### config.mk
export PLATFORM = sky130hd
export DESIGN_NAME = remote_rom_server_flat
export DESIGN_NICKNAME = d
export VERILOG_FILES = /design/src/rtl/remote_rom_server_if.sv /design/src/rtl/remote_rom_server.sv /design/src/flat_wrapper.sv
export SDC_FILE = /design/constraint.sdc
export NUM_CORES = 1
export LEC_CHECK = 0
export ABC_AREA = 1
export CORE_ASPECT_RATIO = 0.7
export CORE_UTILIZATION = 53
export DETAILED_ROUTE_END_ITERATION = 8
export HOLD_SLACK_MARGIN = 0.15
export PLACE_DENSITY = 0.78
export SLEW_MARGIN = 20
export SYNTH_ARGS = -nofsm -noshare
export SYNTH_HDL_FRONTEND = slang
export SYNTH_SLANG_ARGS = --single-unit
### constraint.sdc
create_clock -name clk -period 2 [get_ports clk]
set_clock_uncertainty 0.2 [all_clocks]
set_input_delay 0.5 -clock clk [delete_from_list [all_inputs] [get_ports clk]]
set_output_delay 0.5 -clock clk [all_outputs]
set_load 0.05 [all_outputs]
### src/rtl/remote_rom_server_if.sv
// rtl/remote_rom_server_if.sv - command FIFO, response FIFO and memory port bundle
interface remote_rom_server_if;
    logic        empty;
    logic        rd_en;
    logic [7:0]  dout;
    logic        full;
    logic        wr_en;
    logic [7:0]  din;
    logic        mem_valid;
    logic [63:0] mem_addr;
    logic        mem_ack;
    logic [63:0] mem_rdata;

    modport slave (
        input  empty, dout, full, mem_ack, mem_rdata,
        output rd_en, wr_en, din, mem_valid, mem_addr
    );

    modport master (
        output empty, dout, full, mem_ack, mem_rdata,
        input  rd_en, wr_en, din, mem_valid, mem_addr
    );
endinterface

### src/rtl/remote_rom_server.sv
// rtl/remote_rom_server.sv - far-side remote ROM command server (REMOTE_ROM_ECHO_EN: echo address as data)
module remote_rom_server #(
    parameter int ADDR_BYTES = 8,
    parameter int DATA_BYTES = 8
) (
    input  logic                clk,
    input  logic                rst_n,
    remote_rom_server_if.slave  bus,
    output logic                busy,
    output logic [15:0]         txn_cnt
);

    typedef enum logic [1:0] {CMD, MEM, RSP} state_t;

    state_t      state;
    logic [3:0]  issued;
    logic [3:0]  got;
    logic        pop_d;
    logic [63:0] addr_buf;
    logic [63:0] addr_next;
    logic [63:0] data_buf;
    logic [2:0]  idx;
    logic        mem_valid_q;
    logic [63:0] mem_addr_q;

    // FIFO strobes are combinational so a pop or push happens in the same cycle as the decision;
    // rd_en is held off during reset so a non-empty FIFO is not drained while the block is cleared
    assign bus.rd_en     = rst_n & (state == CMD) & ~bus.empty & (issued < 4'(ADDR_BYTES));
    assign bus.wr_en     = (state == RSP) & ~bus.full;
    assign bus.din       = (state == RSP) ? 8'(data_buf >> {idx, 3'b000}) : 8'd0;
    assign bus.mem_valid = mem_valid_q;
    assign bus.mem_addr  = mem_addr_q;
    assign busy          = (state != CMD) | (issued != 4'd0);

    // Address buffer with the byte arriving this cycle merged into lane 'got'
    always_comb begin
        addr_next = addr_buf;
        for (int i = 0; i < ADDR_BYTES; i++) begin
            if (got == 4'(i)) begin
                addr_next[8*i +: 8] = bus.dout;
            end
        end
    end

    // Command collection, memory read and response streaming
    always_ff @(posedge clk or negedge rst_n) begin
        if (!rst_n) begin
            state       <= CMD;
            issued      <= 4'd0;
            got         <= 4'd0;
            pop_d       <= 1'b0;
            addr_buf    <= 64'd0;
            data_buf    <= 64'd0;
            idx         <= 3'd0;
            mem_valid_q <= 1'b0;
            mem_addr_q  <= 64'd0;
            txn_cnt     <= 16'd0;
        end else begin
            pop_d <= bus.rd_en;
            case (state)
                CMD: begin
                    if (bus.rd_en) begin
                        issued <= issued + 4'd1;
                    end
                    if (pop_d) begin
                        addr_buf <= addr_next;
                        if (got == 4'(ADDR_BYTES - 1)) begin
                            issued <= 4'd0;
                            got    <= 4'd0;
`ifdef REMOTE_ROM_ECHO_EN
                            data_buf <= addr_next;
                            idx      <= 3'd0;
                            state    <= RSP;
`else
                            mem_addr_q  <= addr_next;
                            mem_valid_q <= 1'b1;
                            state       <= MEM;
`endif
                        end else begin
                            got <= got + 4'd1;
                        end
                    end
                end
                MEM: begin
                    if (bus.mem_ack) begin
                        data_buf    <= bus.mem_rdata;
                        mem_valid_q <= 1'b0;
                        idx         <= 3'd0;
                        state       <= RSP;
                    end
                end
                RSP: begin
                    if (bus.wr_en) begin
                        idx <= idx + 3'd1;
                        if (idx == 3'(DATA_BYTES - 1)) begin
                            txn_cnt <= txn_cnt + 16'd1;
                            state   <= CMD;
                        end
                    end
                end
                default: state <= CMD;
            endcase
        end
    end

endmodule

### src/flat_wrapper.sv
// flat-port wrapper written by rule: the top's interface ports become plain ports
module remote_rom_server_flat 
#(
    parameter int ADDR_BYTES = 8,
    parameter int DATA_BYTES = 8
)
  (clk, rst_n, busy, txn_cnt, bus_empty, bus_dout, bus_full, bus_mem_ack, bus_mem_rdata, bus_rd_en, bus_wr_en, bus_din, bus_mem_valid, bus_mem_addr);
  remote_rom_server_if bus_i ();
  input  logic clk;
  input  logic rst_n;
  output logic busy;
  output logic [15:0] txn_cnt;
  input wire logic [$bits(bus_i.empty)-1:0] bus_empty;
  input wire logic [$bits(bus_i.dout)-1:0] bus_dout;
  input wire logic [$bits(bus_i.full)-1:0] bus_full;
  input wire logic [$bits(bus_i.mem_ack)-1:0] bus_mem_ack;
  input wire logic [$bits(bus_i.mem_rdata)-1:0] bus_mem_rdata;
  output wire logic [$bits(bus_i.rd_en)-1:0] bus_rd_en;
  output wire logic [$bits(bus_i.wr_en)-1:0] bus_wr_en;
  output wire logic [$bits(bus_i.din)-1:0] bus_din;
  output wire logic [$bits(bus_i.mem_valid)-1:0] bus_mem_valid;
  output wire logic [$bits(bus_i.mem_addr)-1:0] bus_mem_addr;
  assign bus_i.empty = bus_empty;
  assign bus_i.dout = bus_dout;
  assign bus_i.full = bus_full;
  assign bus_i.mem_ack = bus_mem_ack;
  assign bus_i.mem_rdata = bus_mem_rdata;
  assign bus_rd_en = bus_i.rd_en;
  assign bus_wr_en = bus_i.wr_en;
  assign bus_din = bus_i.din;
  assign bus_mem_valid = bus_i.mem_valid;
  assign bus_mem_addr = bus_i.mem_addr;
  remote_rom_server #(.ADDR_BYTES(ADDR_BYTES), .DATA_BYTES(DATA_BYTES)) u_core (.clk(clk), .rst_n(rst_n), .bus(bus_i), .busy(busy), .txn_cnt(txn_cnt));
endmodule
==> reports/metrics.cfg, run 1 <==
[logic_synthesis]
yosysMostFrequentCell=nand2_1
yosys_warnings=0
synthSimpleGateAreaFrac_pct=31.9
async_reset_ff_share_pct=100
synth_top_family_by_area=simple AND/OR/NAND/NOR gates
ys_types=29
synth_common_cells=nand2_1, dfrtp_1, nor2_1
synth_xor_area_share_pct=0.889
yosysTopAreaCell=dfrtp_1
synth_top_area_share_pct=54.6
syn_nets=1336
ys.flop_type=dfrtp_1
synthAdderAreaFrac_pct=1.14
synth.cell_area_sq_um=9850
avgSynthCellArea_sq_um=7.88
synthCells=1250
synth_mux_area_share_pct=0
seq_area_frac_synth_pct=54.6
synthTopCellsByArea=dfrtp_1, nand2_1, o21ai_0
ys_ff_latch=215
synth-edff-count=0
synth_compound_area_share_pct=6.91

[floorplanning]
start_util_pct=54.4
dieWidth_um=165
rows=41
fp.coreArea_sq_um=18100
io-pin-count=169
fp.dieH_um=116
dieArea_sq_um=19100

[routing]
met3_length_mm=1.71
antenna_left=0
routed.top_layer=met4
wl_per_cell_um=15.7
routed_wl_mm=26.7
via_per_inst=5.23
drc=0
vias=8855
met1_length_mm=12.8
drtPass1Iterations=5
drt_iter0_markers=856
met2_length_mm=11.7

[place]
dpl_cell_area_sq_um=12300
pre_cts_slack_ns=-0.135
place.gp.congestion=0.874
hpwl_mm=17.7
io_buffers=168

[sta]
hold_viol=0
min_period_ns=2.60
finalWorstSetupSlack_ns=-0.599
clock.fmax_mhz=385
rsz0062_at_grt=true
fin_crit_sh_pct=130
setup_viol=14
worstMarginPinSlew_ns=0.801
hold_slack_ns=0.279
setup_tns_ns=-5.00
slew_headroom_pct=46.6
slew_viol_final=0

[clock_tree]
h-tree-depth=1
path_clk_slew_ns=0.06
numCtsBuffers=21
clock-sinks=215
cts_root_buf=clkbuf_16
cts_buffer_depth=3
clk_latency_ns=0.49
cts_tree=built

[hold_path]
whs_path_depth=2
min_from=u_core.addr_buf[29]
holdPathEnd=u_core.addr_buf[29]
hp-class=register to register

[global_routing]
grt_max_degree=145
grt_pass1_wl_mm=41.5
grt_pass1_vias=7913
grt_overflow=0
antenna_found_initial=0
grt_use_total_pct=27.9

[critical_path]
crit_fanout=4
startpoint_type=register
arrival_ns=1.90
r2r_cells=12
rr_endpoint=u_core.txn_cnt[15]
reg2reg_slack_ns=-0.04
cp-end-kind=output pin
reg2reg_from=u_core.idx[1]
crit_type=register to output pin
critPathLaunch=u_core.idx[1]
cp.required_ns=1.30

[layout]
diodes=0
final_cell_area_sq_um=13400
syn_to_final_growth_pct=36.5
drive_above_1_share_pct=18.9
nNetsFinal=1530

[power]
p_total_mw=11.4
cellLeakagePower_nw=6.67
power_density_nw_per_um2=844
vdd_drop_max_v=0.000768

[status]
violations=setup timing
status=finished with violations

[job]
drv_cap=0

==> what timing repair did <==
item,4_1_cts,5_1_grt
resized for setup,59,63
hold buffers,1,0
buffers inserted,10,4
endpoints found under the hold margin,215,0
setup endpoints to repair,21,73
gates cloned,1,4
pin swaps,11,12
==> state kept, by name, summed over array words and instances (netlist names) <==
signal	count
u_core.pop_d	1
u_core.issued	4
u_core.txn_cnt	16
u_core.bus.mem_valid	1
u_core.got	4
u_core.addr_buf	56
u_core.bus.mem_addr	64
u_core.idx	3
u_core.state	2
u_core.data_buf	64
==> critical path: stages, from the launching register on <==
cell        delay [ns]
dfrtp_2           0.43
clkinvlp_2        0.23
nor2_1            0.16
o21ai_0           0.10
nand3_1           0.09
nand2_1           0.11
nor2_4            0.13
buf_6             0.16
==> cells in the final DEF (no fill, tap or decap), types with 2 or more instances in the layout <==
| cell type | instances |
|---|---|
| xnor2_1 | 5 |
| clkdlybuf4s50_1 | 75 |
| bufinv_16 | 2 |
| nand2_4 | 4 |
| buf_8 | 8 |
| a21oi_1 | 2 |
| o21ai_1 | 39 |
| clkinv_2 | 4 |
| clkbuf_16 | 24 |
| buf_4 | 83 |
| nor2_2 | 13 |
| buf_12 | 48 |
| nand3_1 | 19 |
| clkinvlp_4 | 2 |
| nor2_4 | 19 |
| o21ai_2 | 31 |
| inv_1 | 33 |
| o21ai_0 | 43 |
| xor2_1 | 4 |
| nor2_1 | 65 |
| inv_2 | 5 |
| nor3_1 | 2 |
| clkbuf_1 | 6 |
| dfrtp_1 | 213 |
| nand2_2 | 7 |
| buf_6 | 9 |
| nand4_1 | 6 |
| ha_1 | 8 |
| clkbuf_8 | 3 |
| nand2_1 | 659 |
| dfrtp_2 | 2 |
==> how the worst max path moves through the flow <==
stage                      end  slack (ns)
finish              bus_din[5]       -0.60
floorplan           bus_din[5]       0.008
global placement    bus_din[1]       -0.09
detailed placement  bus_din[1]       -0.14
global route        bus_din[5]       -0.71
CTS                 bus_din[3]       -0.52
==> area by class of cell <==
type                       instances  area [sq um]
inverter                          42           171
tap                              236           295
sequential                       215          5380
clock buffer                      30           589
timing repair buffer             228          2670
timing repair inverter             1          5.00
fill                            1349          4660
multi-input combinational        935          4250
clock inverter                     7          87.6
==> cells by family after synthesis <==
family	count (synthesis)
AOI/OAI and AO/OA	117
xor gates and xnor gates	10
adders and majority gates	9
buffers and inverters	100
DFF	215
and+or+nand+nor	799
==> routing by layer <==
| layer | vias up | GRT usage (%) |
|---|---|---|
| met2 | 308 | 40.2 |
| met4 | 0 | 5.44 |
| li1 | 4265 | - |
| met1 | 4246 | 44.4 |
| met3 | 36 | 4.26 |
| met5 | - | 0 |
==> power breakdown <==
part | internal (mW) | switching [mW] | leakage (nW)
registers | 4.52 | 0.188 | 2.32
logic | 1.17 | 1.53 | 4.02
clock network | 2.31 | 1.64 | 0.331
total | 8.00 | 3.36 | 6.67
==> per-stage QoR <==
stage                     util (%)  instances
after global routing          74.3       1694
after detailed placement      67.8       1640
after global placement        67.8       1640
after floorplan                  -       1250
after CTS                     72.9       1689
final                         74.3       1694
No activity file was read; power rests on OpenSTA's default activity.
==> inputs of run 2 (changes only) <==
--- a/config.mk
+++ b/config.mk
@@ -7,10 +7,11 @@
 export LEC_CHECK = 0
 export ABC_AREA = 1
 export CORE_ASPECT_RATIO = 0.7
-export CORE_UTILIZATION = 53
+export CORE_UTILIZATION = 55
 export DETAILED_ROUTE_END_ITERATION = 8
 export HOLD_SLACK_MARGIN = 0.15
-export PLACE_DENSITY = 0.78
+export PLACE_DENSITY = 0.8
+export SKIP_CTS_REPAIR_TIMING = 1
 export SLEW_MARGIN = 20
 export SYNTH_ARGS = -nofsm -noshare
 export SYNTH_HDL_FRONTEND = slang
==> constraint.sdc (replaced) <==
create_clock -name clk -period 3.2 [get_ports clk]
set_clock_uncertainty 0.2 [all_clocks]
set_input_delay 0.8 -clock clk [delete_from_list [all_inputs] [get_ports clk]]
set_output_delay 0.8 -clock clk [all_outputs]
set_load 0.1 [all_outputs]
==> reports/metrics.cfg, run 2 (same netlist as run 1, synthesis figures left out) <==
[floorplanning]
dieArea_sq_um=18500  ; -3.6%
fp.coreArea_sq_um=17300  ; -4.4%
start_util_pct=56.9  ; +2.5 points
dieWidth_um=162  ; -1.8%
rows=40  ; -2.4%
io-pin-count=169  ; unchanged
fp.dieH_um=114  ; -1.8%

[power]
power_density_nw_per_um2=571  ; -32%
p_total_mw=7.08  ; -38%
vdd_drop_max_v=0.000382  ; -50%
cellLeakagePower_nw=6.25  ; -6.3%

[place]
hpwl_mm=16.8  ; -5.1%
place.gp.congestion=0.889  ; +1.7%
io_buffers=168  ; unchanged

[sta]
slew_viol_final=0  ; unchanged
setup_tns_ns=0  ; +5.00 ns
hold_viol=0  ; unchanged
setup_viol=0  ; -14
min_period_ns=3.08
clock.fmax_mhz=325
slew_headroom_pct=39.8  ; -6.8 points
worstMarginPinSlew_ns=0.903  ; +0.102 ns
fin_crit_sh_pct=96.2
rsz0062_at_grt=false

[critical_path]
crit_fanout=19  ; +15
startpoint_type=register
crit_type=register to output pin
cp-end-kind=output pin
arrival_ns=2.08  ; +0.18 ns
cp.required_ns=2.20  ; +0.90 ns

[routing]
met2_length_mm=10.8  ; -7.9%
routed.top_layer=met4
vias=8550  ; -3.4%
routed_wl_mm=24.9  ; -6.5%
via_per_inst=5.20  ; -0.57%
drc=0  ; unchanged
wl_per_cell_um=15.2  ; -3.7%
drtPass1Iterations=5  ; unchanged
antenna_left=0  ; unchanged
met3_length_mm=1.64  ; -3.9%
drt_iter0_markers=975  ; +14%
met1_length_mm=12.0  ; -6.3%

[layout]
regArea_sq_um=5380  ; about the same
nNetsFinal=1485  ; -2.9%
multi_input_area_sq_um=4040  ; -4.9%
final.fill_count=1357  ; +0.59%
syn_to_final_growth_pct=25.9
mostFrequentLayoutCell=nand2_1
diodes=0  ; unchanged
final_cell_mix=nand2_1, dfrtp_1, buf_4
drive_above_1_share_pct=14.0  ; -4.9 points

[clock_tree]
numCtsBuffers=22  ; +4.8%
path_clk_slew_ns=0.06  ; about the same
clk_latency_ns=0.50  ; about the same
cts_tree=built
h-tree-depth=1  ; unchanged
cts_root_buf=clkbuf_16
clock-sinks=215  ; unchanged
cts_buffer_depth=3  ; unchanged

[global_routing]
grt_pass1_vias=8123  ; +2.7%
grt_pass1_wl_mm=41.3  ; -0.50%
grt_use_total_pct=28.2  ; +0.37 points
grt_overflow=0  ; unchanged
antenna_found_initial=0  ; unchanged
grt_max_degree=164  ; +13%

[hold_path]
hp-class=input pin to asynchronous set/reset pin

[status]
status=complete, no violations

[job]
drv_cap=0  ; unchanged

## run 2: worst max-delay path, stage by stage, from the launching register on
cell	delay [ns]
dfrtp_1	0.45
inv_1	0.10
buf_4	0.20
o21ai_0	0.30
o21ai_0	0.14
nor2_1	0.13
nor2_2	0.07
buf_12	0.16
## run 2: path summary, 6_finish.rpt
kind | start | endpoint | slack (ns) | cells after the start
worst max-delay path | u_core.idx[0] | bus_din[0] | 0.12 | 7
min in group clk | u_core.addr_buf[14] | u_core.addr_buf[14] | 0.28 | 2
worst max register to register | u_core.got[0] | u_core.bus.mem_addr[27] | 0.86 | 8
worst min-delay path | rst_n | u_core.pop_d | 0.22 | 2
worst min register to register | u_core.addr_buf[14] | u_core.addr_buf[14] | 0.28 | 2
max in group asynchronous | rst_n | u_core.idx[1] | 1.43 | 3
## run 2: cell type report
type | instances | area share, %
multi-input cells | 935 | 32.6
well taps | 231 | 2.33
clock buffers | 30 | 5.34
inverters | 42 | 1.31
clock inverters | 9 | 1.04
flip-flops and latches | 215 | 43.4
repair buffers | 183 | 14.0
## run 2: through the flow
step                      cell area (sq um)  setup WS [ns]  cells  hold WS [ns]  utilization (%)
final                                 12400          0.121   1645         0.218             71.6
after global placement                11600          0.372   1605         0.258             67.0
after CTS                             12400          0.115   1644        -0.142             71.5
after detailed placement              11600          0.337   1605         0.260             67.0
after floorplan                        9870          0.322   1250         0.244                -
after global routing                  12400         0.0445   1645         0.300             71.6
## run 2: per-layer routing
metal | GRT usage, % | vias up
li1 | - | 4175
met1 | 42.9 | 4046
met2 | 42.3 | 288
met3 | 5.05 | 41
met4 | 6.35 | 0
met5 | 0 | -
## run 2: power breakdown
group	internal [mW]	total, mW	switching, mW
clock network	1.69	2.76	1.06
registers	2.82	2.97	0.144
logic	0.485	1.36	0.871
total	5.00	7.08	2.08
==> inputs of run 3 (changes only) <==
--- a/config.mk
+++ b/config.mk
@@ -5,12 +5,11 @@
 export SDC_FILE = /design/constraint.sdc
 export NUM_CORES = 1
 export LEC_CHECK = 0
-export ABC_AREA = 1
 export CORE_ASPECT_RATIO = 0.7
 export CORE_UTILIZATION = 55
 export DETAILED_ROUTE_END_ITERATION = 8
 export HOLD_SLACK_MARGIN = 0.15
-export PLACE_DENSITY = 0.8
+export PLACE_DENSITY = 0.81
 export SKIP_CTS_REPAIR_TIMING = 1
 export SLEW_MARGIN = 20
 export SYNTH_ARGS = -nofsm -noshare
==> reports/metrics.cfg, run 3 <==
[critical_path]
cpPeakStageDelay_ns=0.50  ; +0.05 ns
cp.required_ns=2.20  ; about the same
cp-end-kind=output pin
crit_fanout=13  ; -6
arrival_ns=2.14  ; +0.06 ns
crit_type=register to output pin
startpoint_type=register
path_cells=nor2b_1, buf_4, a22o_1, nor4_4, buf_12
slowest_stage=dfrtp_2

[place]
dpl_cell_area_sq_um=11400  ; -1.4%
place.gp.congestion=0.877  ; -1.3%
hpwl_mm=15.3  ; -8.8%
dpl.cell_count=1125  ; -30%
io_buffers=168  ; unchanged

[status]
status=complete, no violations

[clock_tree]
h-tree-depth=1  ; unchanged
cts_tree=built
path_clk_slew_ns=0.06  ; about the same
clk_latency_ns=0.49  ; about the same
numCtsBuffers=21  ; -4.5%
cts_root_buf=clkbuf_16
cts_buffer_depth=3  ; unchanged
clock-sinks=215  ; unchanged

[power]
pwr-share-seq_pct=35.4  ; -6.5 points
power_density_nw_per_um2=1030  ; +81%
p_sw_share_pct=41.7  ; +12 points
power_frac_comb_pct=43.8  ; +25 points
cellLeakagePower_nw=5.81  ; -7.0%
vdd_drop_max_v=0.000721  ; +89%
p_sw_mw=5.28  ; +150%
clkPwrFrac_pct=20.8  ; -18 points
p_int_mw=7.37  ; +47%

[floorplanning]
fp.coreArea_sq_um=16600  ; -4.2%
start_util_pct=57.1  ; +0.21 points
dieArea_sq_um=17800  ; -3.8%
dieWidth_um=159  ; -1.9%
io-pin-count=169  ; unchanged
fp.dieH_um=112  ; -1.9%
rows=39  ; -2.5%

[sta]
clock.fmax_mhz=319  ; -1.9%
fin_crit_sh_pct=98.1  ; +1.9 points
worstMarginPinSlew_ns=0.934  ; +0.0312 ns
hold_viol=0  ; unchanged
rsz0062_at_grt=false
min_period_ns=3.14  ; +0.0597 ns
slew_viol_final=0  ; unchanged
slew_headroom_pct=37.7  ; -2.1 points
setup_viol=0  ; unchanged

[global_routing]
grt_overflow=0  ; unchanged
grt_max_degree=171  ; +4.3%
grt_pass1_vias=6821  ; -16%
grt_pass1_wl_mm=36.5  ; -11%
antenna_found_initial=0  ; unchanged
grt_use_total_pct=26.1  ; -2.1 points

[job]
drv_cap=0  ; unchanged

[logic_synthesis]
yosys_warnings=0  ; unchanged
avgSynthCellArea_sq_um=12.4  ; +58%
synthTopCellsByArea=dfrtp_1, mux2_2, mux2i_1
ys.flop_type=dfrtp_1
yosysMostFrequentCell=dfrtp_1
ys_types=45  ; +55%
synth-edff-count=0  ; unchanged
synth.cell_area_sq_um=9470  ; -3.8%
synthCells=762  ; -39%
syn_nets=848  ; -37%
synth_common_cells=dfrtp_1, mux2_2, nand2_1
synth_top_area_share_pct=56.8  ; +2.2 points
async_reset_ff_share_pct=100  ; unchanged
seq_area_frac_synth_pct=56.8  ; +2.2 points
ys_ff_latch=215  ; unchanged
yosysTopAreaCell=dfrtp_1

[layout]
nNetsFinal=1011  ; -32%
fin_cells=1163  ; -29%
diodes=0  ; unchanged
final_cell_area_sq_um=12200  ; -1.4%
drive_above_1_share_pct=31.6  ; +18 points
final_cell_mix=dfrtp_1, mux2_2, buf_4
mostFrequentLayoutCell=dfrtp_1
syn_to_final_growth_pct=29.1

[routing]
drt_iter0_markers=375  ; -62%
wl_per_cell_um=19.5  ; +29%
antenna_left=0  ; unchanged
drc=0  ; unchanged
drtPass1Iterations=4  ; -1
routed_wl_mm=22.7  ; -8.9%
vias=6475  ; -24%
via_per_inst=5.57  ; +7.1%

[hold_path]
hp-class=register to register

run 3: cell types whose count changed in the layout (fill, tap and decap cells not counted), sizes merged, moves of 9 or more:
cell   before  now
mux2i       0   72
nor2b       1   21
o21ai     113   60
nor4        0    9
nand3      20    5
mux2        0  124
nand2     671  101
inv        40    6
nor2       98    6
a22o        0   12
run 3: layout make-up:
| type | instances | area [sq um] |
|---|---|---|
| clock inverters | 6 | 105 |
| multi-input cells | 491 | 3990 |
| flip-flops and latches | 215 | 5380 |
| fillers | 1105 | 4360 |
| inverters | 6 | 22.5 |
| well taps | 225 | 282 |
| repair buffers | 190 | 1810 |
| clock buffers | 30 | 629 |
run 3: logic make-up after synthesis:
logic type | count (synthesis) | share of synthesized area (%)
multiplexers | 196 | 22.3
AND/OR/NAND/NOR | 176 | 9.58
adder cells (fa/ha/maj) | 9 | 1.19
AO/OA/AOI/OAI | 93 | 6.00
XOR/XNOR | 17 | 1.57
buffers and inverters | 56 | 2.52
flip-flops | 215 | 56.8
run 3: through the flow:
step / power, mW / setup TNS [ns] / setup WS [ns] / hold WS [ns] / utilization (%)
finish: 12.6 / 0 / 0.0612 / 0.282 / 73.7
global placement: 9.71 / 0 / 0.448 / 0.264 / 68.9
CTS: 12.6 / -0.178 / -0.0933 / 0.281 / 73.3
detailed placement: 9.92 / 0 / 0.414 / 0.266 / 68.9
global route: 13.2 / 0 / 0.00299 / 0.306 / 73.7
floorplan: 8.39 / 0 / 0.0175 / 0.263 / -
run 3: per-layer routing:
metal | GRT usage (%) | vias up | part of all wire [%]
met2 | 42.9 | 172 | 48
li1 | - | 2999 | -
met5 | 0 | - | 0
met4 | 6.22 | 0 | 1.7
met1 | 36.7 | 3267 | 46
met3 | 4.32 | 37 | 4.7
run 3: final timing paths:
check	start	to	cells after the start	slack, ns
worst max-delay path	u_core.idx[0]	bus_din[6]	5	0.06
worst min-delay path	u_core.bus.mem_addr[16]	u_core.bus.mem_addr[16]	2	0.28
worst max register to register	u_core.idx[1]	u_core.txn_cnt[15]	8	0.73
worst min register to register	u_core.bus.mem_addr[16]	u_core.bus.mem_addr[16]	2	0.28
max in group asynchronous	rst_n	u_core.addr_buf[18]	2	1.77
min in group asynchronous	rst_n	u_core.addr_buf[46]	2	0.29
run 3: power groups by stage:
stage / Combinational, mW / Clock (mW) / Sequential (mW)
after floorplan: 2.42 / 0 / 5.97
after global placement: 5.31 / 0 / 4.40
after detailed placement: 5.45 / 0 / 4.47
after CTS: 5.50 / 2.66 / 4.44
after global routing: 5.84 / 2.77 / 4.60
final: 5.55 / 2.63 / 4.47
run 3: critical path, delay by kind of cell, from the launching register on:
family	cells	cell delay, ns
buffers and inverters	2	0.39
AND/OR/NAND/NOR	2	0.51
flip-flops	1	0.50
AO/OA/AOI/OAI	1	0.24
